**src/rtl/fir_feeder_pkg.sv**
```systemverilog
// Shared definitions for the FIR input feeder.
//   feeder_state_t : IDLE (waiting for a queued sample) / BUSY (filter working)
//   FEEDER_DEPTH   : default FIFO depth
//   FEEDER_TIMEOUT : default watchdog limit in BUSY cycles
//   WDOG_W         : watchdog counter width (covers any Timeout up to 1023)
package fir_feeder_pkg;

  typedef enum logic [0:0] {IDLE, BUSY} feeder_state_t;

  localparam int FEEDER_DEPTH   = 16;
  localparam int FEEDER_TIMEOUT = 1023;
  localparam int WDOG_W         = 10;

endpackage

```
**src/rtl/fir_input_feeder_if.sv**
```systemverilog
// Bundle of the feeder's sample-source and filter-side signals.
//   s_valid / s_data / s_ready : bursty source, valid/ready handshake
//   inputValid / FIR_input     : one-cycle issue pulse and held sample to the filter
//   outputValid                : filter completion strobe
//   fifo_count / busy / timeout_err : status
// Modport slave is the feeder's view; master is the environment's view.
interface fir_input_feeder_if #(
  parameter int InputWidth = 16,
  parameter int AddrWidth  = 4
);
  logic                         s_valid;
  logic signed [InputWidth-1:0] s_data;
  logic                         s_ready;
  logic                         inputValid;
  logic signed [InputWidth-1:0] FIR_input;
  logic                         outputValid;
  logic        [AddrWidth:0]    fifo_count;
  logic                         busy;
  logic                         timeout_err;

  modport slave (
    input  s_valid, s_data, outputValid,
    output s_ready, inputValid, FIR_input, fifo_count, busy, timeout_err
  );

  modport master (
    output s_valid, s_data, outputValid,
    input  s_ready, inputValid, FIR_input, fifo_count, busy, timeout_err
  );
endinterface

```
**src/rtl/feeder_sync_fifo.sv**
```systemverilog
// Synchronous FIFO holding samples waiting to be issued to the filter.
//   clk, rst : clock and asynchronous active-low reset
//   push/din : write din at the tail (ignored when full)
//   pop      : drop the head (ignored when empty)
//   dout     : current head, combinational read
//   count    : occupancy 0..Depth; full/empty decoded from it
module feeder_sync_fifo #(
  parameter int InputWidth = 16,
  parameter int Depth      = 16,
  parameter int AddrWidth  = 4
) (
  input  logic                         clk,
  input  logic                         rst,
  input  logic                         push,
  input  logic                         pop,
  input  logic signed [InputWidth-1:0] din,
  output logic signed [InputWidth-1:0] dout,
  output logic        [AddrWidth:0]    count,
  output logic                         full,
  output logic                         empty
);

  logic signed [InputWidth-1:0] r_mem [Depth];
  logic        [AddrWidth-1:0]  r_wr_ptr;
  logic        [AddrWidth-1:0]  r_rd_ptr;
  logic        [AddrWidth:0]    r_count;
  logic                         w_do_push;
  logic                         w_do_pop;

  assign full      = (r_count == (AddrWidth+1)'(Depth));
  assign empty     = (r_count == '0);
  assign w_do_push = push && !full;
  assign w_do_pop  = pop && !empty;
  assign dout      = r_mem[r_rd_ptr];
  assign count     = r_count;

  // Storage carries data only, so it is left out of reset.
  always_ff @(posedge clk) begin
    if (w_do_push) r_mem[r_wr_ptr] <= din;
  end

  // Depth is a power of two, so pointer wrap is the natural overflow.
  always_ff @(posedge clk or negedge rst) begin
    if (!rst) begin
      r_wr_ptr <= '0;
      r_rd_ptr <= '0;
      r_count  <= '0;
    end else begin
      if (w_do_push) r_wr_ptr <= r_wr_ptr + 1'b1;
      if (w_do_pop)  r_rd_ptr <= r_rd_ptr + 1'b1;
      case ({w_do_push, w_do_pop})
        2'b10:   r_count <= r_count + 1'b1;
        2'b01:   r_count <= r_count - 1'b1;
        default: r_count <= r_count;
      endcase
    end
  end

endmodule

```
**src/rtl/fir_input_feeder.sv**
```systemverilog
// Upstream feeder for the FIR filter. Samples from a bursty valid/ready
// source are queued in a FIFO and issued to the filter one at a time: a
// one-cycle inputValid pulse with FIR_input held, then the feeder waits for
// the filter's outputValid. A watchdog abandons a sample if the filter never
// answers within Timeout BUSY cycles and raises a sticky timeout_err.
//   clk, rst : clock and asynchronous active-low reset (shared with the filter)
//   bus      : fir_input_feeder_if.slave (source handshake, filter handshake, status)
module fir_input_feeder
  import fir_feeder_pkg::*;
#(
  parameter int InputWidth = 16,
  parameter int Depth      = FEEDER_DEPTH,
  parameter int AddrWidth  = 4,
  parameter int Timeout    = FEEDER_TIMEOUT
) (
  input  logic                 clk,
  input  logic                 rst,
  fir_input_feeder_if.slave    bus
);

  feeder_state_t                r_state;
  feeder_state_t                w_state_nxt;
  logic        [WDOG_W-1:0]     r_wdog;
  logic        [WDOG_W-1:0]     w_wdog_nxt;
  logic                         r_input_valid;
  logic                         w_input_valid_nxt;
  logic signed [InputWidth-1:0] r_fir_input;
  logic                         r_busy;
  logic                         r_timeout_err;
  logic                         w_timeout_set;
  logic                         w_issue;

  logic signed [InputWidth-1:0] w_head;
  logic        [AddrWidth:0]    w_count;
  logic                         w_full;
  logic                         w_empty;
  logic                         w_push;

  // Sample queue
  assign w_push      = bus.s_valid && !w_full;
  assign bus.s_ready = !w_full;

  feeder_sync_fifo #(
    .InputWidth (InputWidth),
    .Depth      (Depth),
    .AddrWidth  (AddrWidth)
  ) u_fifo (
    .clk   (clk),
    .rst   (rst),
    .push  (w_push),
    .pop   (w_issue),
    .din   (bus.s_data),
    .dout  (w_head),
    .count (w_count),
    .full  (w_full),
    .empty (w_empty)
  );

  // Issue / completion FSM
  always_comb begin
    w_state_nxt       = r_state;
    w_wdog_nxt        = r_wdog;
    w_input_valid_nxt = 1'b0;
    w_timeout_set     = 1'b0;
    w_issue           = 1'b0;
    unique case (r_state)
      IDLE: begin
        if (!w_empty) begin
          w_issue           = 1'b1;
          w_input_valid_nxt = 1'b1;
          w_wdog_nxt        = '0;
          w_state_nxt       = BUSY;
        end
      end
      BUSY: begin
        // A completion strobe coinciding with the issue pulse belongs to a
        // previous transaction, so it is not taken as completion.
        if (!r_input_valid && bus.outputValid) begin
          w_state_nxt = IDLE;
        end else if (r_wdog == WDOG_W'(Timeout - 1)) begin
          w_state_nxt   = IDLE;
          w_timeout_set = 1'b1;
        end else begin
          w_wdog_nxt = r_wdog + 1'b1;
        end
      end
      default: w_state_nxt = IDLE;
    endcase
  end

  // Registered state and outputs
  always_ff @(posedge clk or negedge rst) begin
    if (!rst) begin
      r_state       <= IDLE;
      r_wdog        <= '0;
      r_input_valid <= 1'b0;
      r_fir_input   <= '0;
      r_busy        <= 1'b0;
      r_timeout_err <= 1'b0;
    end else begin
      r_state       <= w_state_nxt;
      r_wdog        <= w_wdog_nxt;
      r_input_valid <= w_input_valid_nxt;
      r_busy        <= (w_state_nxt == BUSY);
      r_timeout_err <= r_timeout_err | w_timeout_set;
      if (w_issue) r_fir_input <= w_head;
    end
  end

  assign bus.inputValid  = r_input_valid;
  assign bus.FIR_input   = r_fir_input;
  assign bus.fifo_count  = w_count;
  assign bus.busy        = r_busy;
  assign bus.timeout_err = r_timeout_err;

endmodule

```
**src/flat_wrapper.sv**
```systemverilog
// flat-port wrapper written by rule: the top's interface ports become plain ports
module fir_input_feeder_flat import fir_feeder_pkg::*;
#(
  parameter int InputWidth = 16,
  parameter int Depth      = FEEDER_DEPTH,
  parameter int AddrWidth  = 4,
  parameter int Timeout    = FEEDER_TIMEOUT
)
  (clk, rst, bus_s_valid, bus_s_data, bus_outputValid, bus_s_ready, bus_inputValid, bus_FIR_input, bus_fifo_count, bus_busy, bus_timeout_err);
  fir_input_feeder_if #(.InputWidth(InputWidth), .AddrWidth(AddrWidth)) bus_i ();
  input  logic clk;
  input  logic rst;
  input wire logic [$bits(bus_i.s_valid)-1:0] bus_s_valid;
  input wire logic [$bits(bus_i.s_data)-1:0] bus_s_data;
  input wire logic [$bits(bus_i.outputValid)-1:0] bus_outputValid;
  output wire logic [$bits(bus_i.s_ready)-1:0] bus_s_ready;
  output wire logic [$bits(bus_i.inputValid)-1:0] bus_inputValid;
  output wire logic [$bits(bus_i.FIR_input)-1:0] bus_FIR_input;
  output wire logic [$bits(bus_i.fifo_count)-1:0] bus_fifo_count;
  output wire logic [$bits(bus_i.busy)-1:0] bus_busy;
  output wire logic [$bits(bus_i.timeout_err)-1:0] bus_timeout_err;
  assign bus_i.s_valid = bus_s_valid;
  assign bus_i.s_data = bus_s_data;
  assign bus_i.outputValid = bus_outputValid;
  assign bus_s_ready = bus_i.s_ready;
  assign bus_inputValid = bus_i.inputValid;
  assign bus_FIR_input = bus_i.FIR_input;
  assign bus_fifo_count = bus_i.fifo_count;
  assign bus_busy = bus_i.busy;
  assign bus_timeout_err = bus_i.timeout_err;
  fir_input_feeder #(.InputWidth(InputWidth), .Depth(Depth), .AddrWidth(AddrWidth), .Timeout(Timeout)) u_core (.clk(clk), .rst(rst), .bus(bus_i));
endmodule
```
**config.mk**
```make
export PLATFORM = sky130hd
export DESIGN_NAME = fir_input_feeder_flat
export DESIGN_NICKNAME = d
export VERILOG_FILES = /design/src/rtl/fir_feeder_pkg.sv /design/src/rtl/fir_input_feeder_if.sv /design/src/rtl/feeder_sync_fifo.sv /design/src/rtl/fir_input_feeder.sv /design/src/flat_wrapper.sv
export SDC_FILE = /design/constraint.sdc
export NUM_CORES = 1
export LEC_CHECK = 0
export CAP_MARGIN = 10
export CELL_PAD_IN_SITES_DETAIL_PLACEMENT = 1
export CELL_PAD_IN_SITES_GLOBAL_PLACEMENT = 1
export CORE_MARGIN = 10
export CORE_UTILIZATION = 25
export CTS_CLUSTER_DIAMETER = 50
export DETAILED_ROUTE_END_ITERATION = 10
export PLACE_DENSITY_LB_ADDON = 0.1
export SYNTH_ARGS = -nofsm -noshare
export SYNTH_HDL_FRONTEND = slang
export SYNTH_SLANG_ARGS = --single-unit
```
**constraint.sdc**
```tcl
create_clock -name clk -period 3.13 [get_ports clk]
set_input_delay 0.7825 -clock clk [delete_from_list [all_inputs] [get_ports clk]]
set_output_delay 0.7825 -clock clk [all_outputs]
set_load 0.005 [all_outputs]
```
==> results of run 1 <==
per-layer routing:
metal / GRT usage [%] / routed length, µm / up-vias
li1: - / - / 2664
met1: 14.2 / 13800 / 3223
met2: 18.7 / 15400 / 116
met3: 2.31 / 1520 / 49
met4: 3.88 / 674 / 0
met5: 0 / 0 / -
Yosys cell counts (all sizes together) (2+ instances only):
library cell / instances
inv: 11
nor2b: 3
mux2i: 20
a211oi: 16
xor2: 4
o21ai: 6
clkbuf: 8
and2: 4
and4: 2
nand2: 21
nor2: 18
o22ai: 17
nand3: 9
a21oi: 4
nand4: 6
a31oi: 3
mux4: 64
nor3: 6
dfrtp: 42
nand2b: 5
a21o: 18
xnor2: 6
edfxtp: 256
buf: 27
ha: 11
final cells by class:
class                           count  share of cell area (%)
Sequential cell                   298                    59.9
Tap cell                          607                    5.20
Clock buffer                       48                    7.35
Timing Repair Buffer               90                    5.60
Inverter                           11                   0.283
Multi-Input combinational cell    261                    19.6
Clock inverter                     29                    2.09
power by group through the flow:
stage / registers, mW / logic (mW) / clock network, mW
6_report: 5.39 / 3.51 / 4.69
4_1_cts: 5.42 / 3.63 / 4.84
3_5_place_dp: 5.50 / 3.61 / 0
5_1_grt: 5.48 / 3.83 / 4.99
2_1_floorplan: 5.16 / 2.43 / 0
3_3_place_gp: 5.45 / 3.57 / 0
worst paths after layout:
kind,from,end,slack [ps],cells after the start
max,u_core.u_fifo.count[1],bus_s_ready,320,3
min,rst,u_core.bus.timeout_err,210,1
max reg2reg,u_core.u_fifo.count[1],u_core.u_fifo.count[4],320,10
min reg2reg,u_core.bus.FIR_input[4],u_core.bus.FIR_input[4],480,1
max in group asynchronous,rst,u_core.bus.FIR_input[14],2260,2
min in group clk,u_core.bus.FIR_input[4],u_core.bus.FIR_input[4],480,1
sequential cells by signal (all words and copies together) (netlist names):
signal and count:
u_core.bus.inputValid 1, u_core.u_fifo.count 5, u_core.bus.FIR_input 16, u_core.bus.timeout_err 1, u_core.u_fifo.r_wr_ptr 4, u_core.u_fifo.r_mem 256, u_core.r_wdog 10, u_core.r_state 1
u_core.u_fifo.r_rd_ptr 4
stage by stage:
stage                     hold slack [ps]  util [%]  std cells
after CTS                             214      31.3       1344
after global routing                  248      31.3       1344
final                                 212      31.3       1344
after detailed placement              469      28.4       1267
after floorplan                       452         -        605
after global placement                466      28.4       1267
cell families after synthesis:
group,count (synthesis)
multiplexers,85
AND/OR/NAND/NOR,81
AO/OA/AOI/OAI,74
flip-flops,298
buffers and inverters,46
XOR/XNOR,10
adder cells (fa/ha/maj),11
==> results.yml, run 1 <==
yosys:
  avgSynthCellArea_um2: 19.5
  yosys.area_share.xor_xnor_pct: 0.741
  ys_ff_latch: 298
  synth_cell_types: 47
  syn_nets: 636
  synth_flop_cell: "sky130_fd_sc_hd__edfxtp_1"
  synth.area.top_cells: "sky130_fd_sc_hd__edfxtp_1, sky130_fd_sc_hd__mux4_2, sky130_fd_sc_hd__dfrtp_1"
  synth_compound_gate_area_share_pct: 4.41
  synth_top_family_by_area: "multiplexers"
  synth_fa_ha_area_share_pct: 1.16
  muxShareOfSynthArea_pct: 14.0
  number_of_flops_mapped_to_enable_cells_by_yosys: 256
  synthSimpleGateAreaFrac_pct: 3.53
  syn-cell-area_um2: 11800
  synthArstFlopShare_pct: 14.1
  count_of_synthesis_stage_warnings_from_yosys: 0
  synth.yosys.seq_area_share_pct: 73.9
  synth_top_area_share_pct: 65.0
  synth_largest_area_cell: "sky130_fd_sc_hd__edfxtp_1"
  synthCells: 605
flow_run:
  max-cap-violations: 0
timing:
  post-route-min-period_ps: 2810
  timing.setup.tns_ps: 0
  final-setup-viol-count: 0
  final_hold_viol_count: 0
  worst_slew_pin_slew_ps: 751
  setup_skew_after_layout_ps: 22.8
  rsz_0062_raised_after_global_routing: "no"
  max-slew-margin-rel_pct: 50.0
  fmax_ghz: 0.355
  timing_max_transition_violations_final: 0
  min_period_over_period_pct: 89.9
  setup_slack_ps: 316
clock_network:
  clock_tree.buffer_depth: 3
  post_cts.repair.setup_buffers: 0
  clock_sinks: 298
  clk_latency_ps: 560
  cts_buffers: 42
  cts_tree: "yes"
  number_of_levels_in_the_clock_h_tree: 2
  worst_setup_hold_path_clk_slew_ps: 50
  cts-hold-fix-buffers: 0
  cts_repair_resize_count: 0
  clock_tree.root_cell: "sky130_fd_sc_hd__clkbuf_16"
die:
  die-width_um: 237
  core_um2: 46700
  start_util_pct: 25.3
  io_pins: 45
  num_rows: 79
  chipHeight_um: 237
  fp.dieArea_um2: 56400
critical_path:
  cp-end-kind: "primary output"
  critical_path.startpoint_type: "flip-flop"
  crit_buf_inv: 1
  timing.critical_path.cells: "nor4_4, nand2_1, clkdlybuf4s50_1"
  critPathMaxStageDelay_ps: 480
  timing.critical_path.required_ps: 2350
  critPathArrivalTime_ps: 2030
  cp_slowest_cell: "sky130_fd_sc_hd__dfrtp_1"
  crit_type: "reg -> out"
  critical_path.top_delay_family: "simple AND/OR/NAND/NOR gates"
  critical_path.max_fanout: 8
pwr:
  comb_power_share_pct: 25.8
  p_seq_share_pct: 39.7
  leakagePower_nw: 5.01
  power_density_nw_per_um2: 930
  report.power.total_mw: 13.6
  vdd.ir_drop.worst_uv: 445
  clkPwrFrac_pct: 34.5
  total_switching_power_mw: 4.14
  sw_frac_of_total_pct: 30.5
  internal_power_mw: 9.45
global_routing:
  wire_length_of_the_first_global_routing_pass_um: 46500
  antenna_found_initial: 0
  grt_start_max_net_pins: 40
  via_count_of_the_first_global_routing_pass: 6830
  grtUsageTotal_pct: 11.2
  globalRoute.totalOverflow: 0
final_layout:
  layout-drive-gt1-share_pct: 27.3
  footprint_of_the_multi_input_gates_um2: 2870
  most-common-layout-cells: "sky130_fd_sc_hd__edfxtp_1, sky130_fd_sc_hd__mux4_2, sky130_fd_sc_hd__clkdlybuf4s50_1, sky130_fd_sc_hd__buf_4, sky130_fd_sc_hd__clkbuf_16"
  synthToLayoutAreaGrowth_pct: 23.6
  finalNetCount: 735
  layout_commonest_cell: "sky130_fd_sc_hd__edfxtp_1"
  insertedDiodeCount: 0
  fillers: 4756
  sequential_cell_area_um2: 8750
  design_area_final_um2: 14600
place:
  placed_cell_area_um2: 13200
  pre_cts_slack_ps: 72.2
  routabilityCongestion: 0.736
  dp.final_hpwl_um: 19700
  port_buffers: 44
routing:
  drt.antenna.violating_nets: 0
  detailed_routing_iterations_pass_1: 4
  number_of_vias_in_the_routed_layout: 6052
  wl_per_cell_um: 23.3
  via_per_inst: 4.50
  detail_route.wirelength_um: 31400
  drtIter0Drc: 343
  drc: 0
status:
  run_status: "finished clean"
min_path:
  hold_path_class: "in -> async"
Note: power is estimated with default switching activity, not from simulation.
==> run 2, diff against run 1 <==
Settings changed: SKIP_CTS_REPAIR_TIMING set to 1.
==> results of run 2 <==
Same layout as run 1: the final DEF is identical, and so are final timing and power.
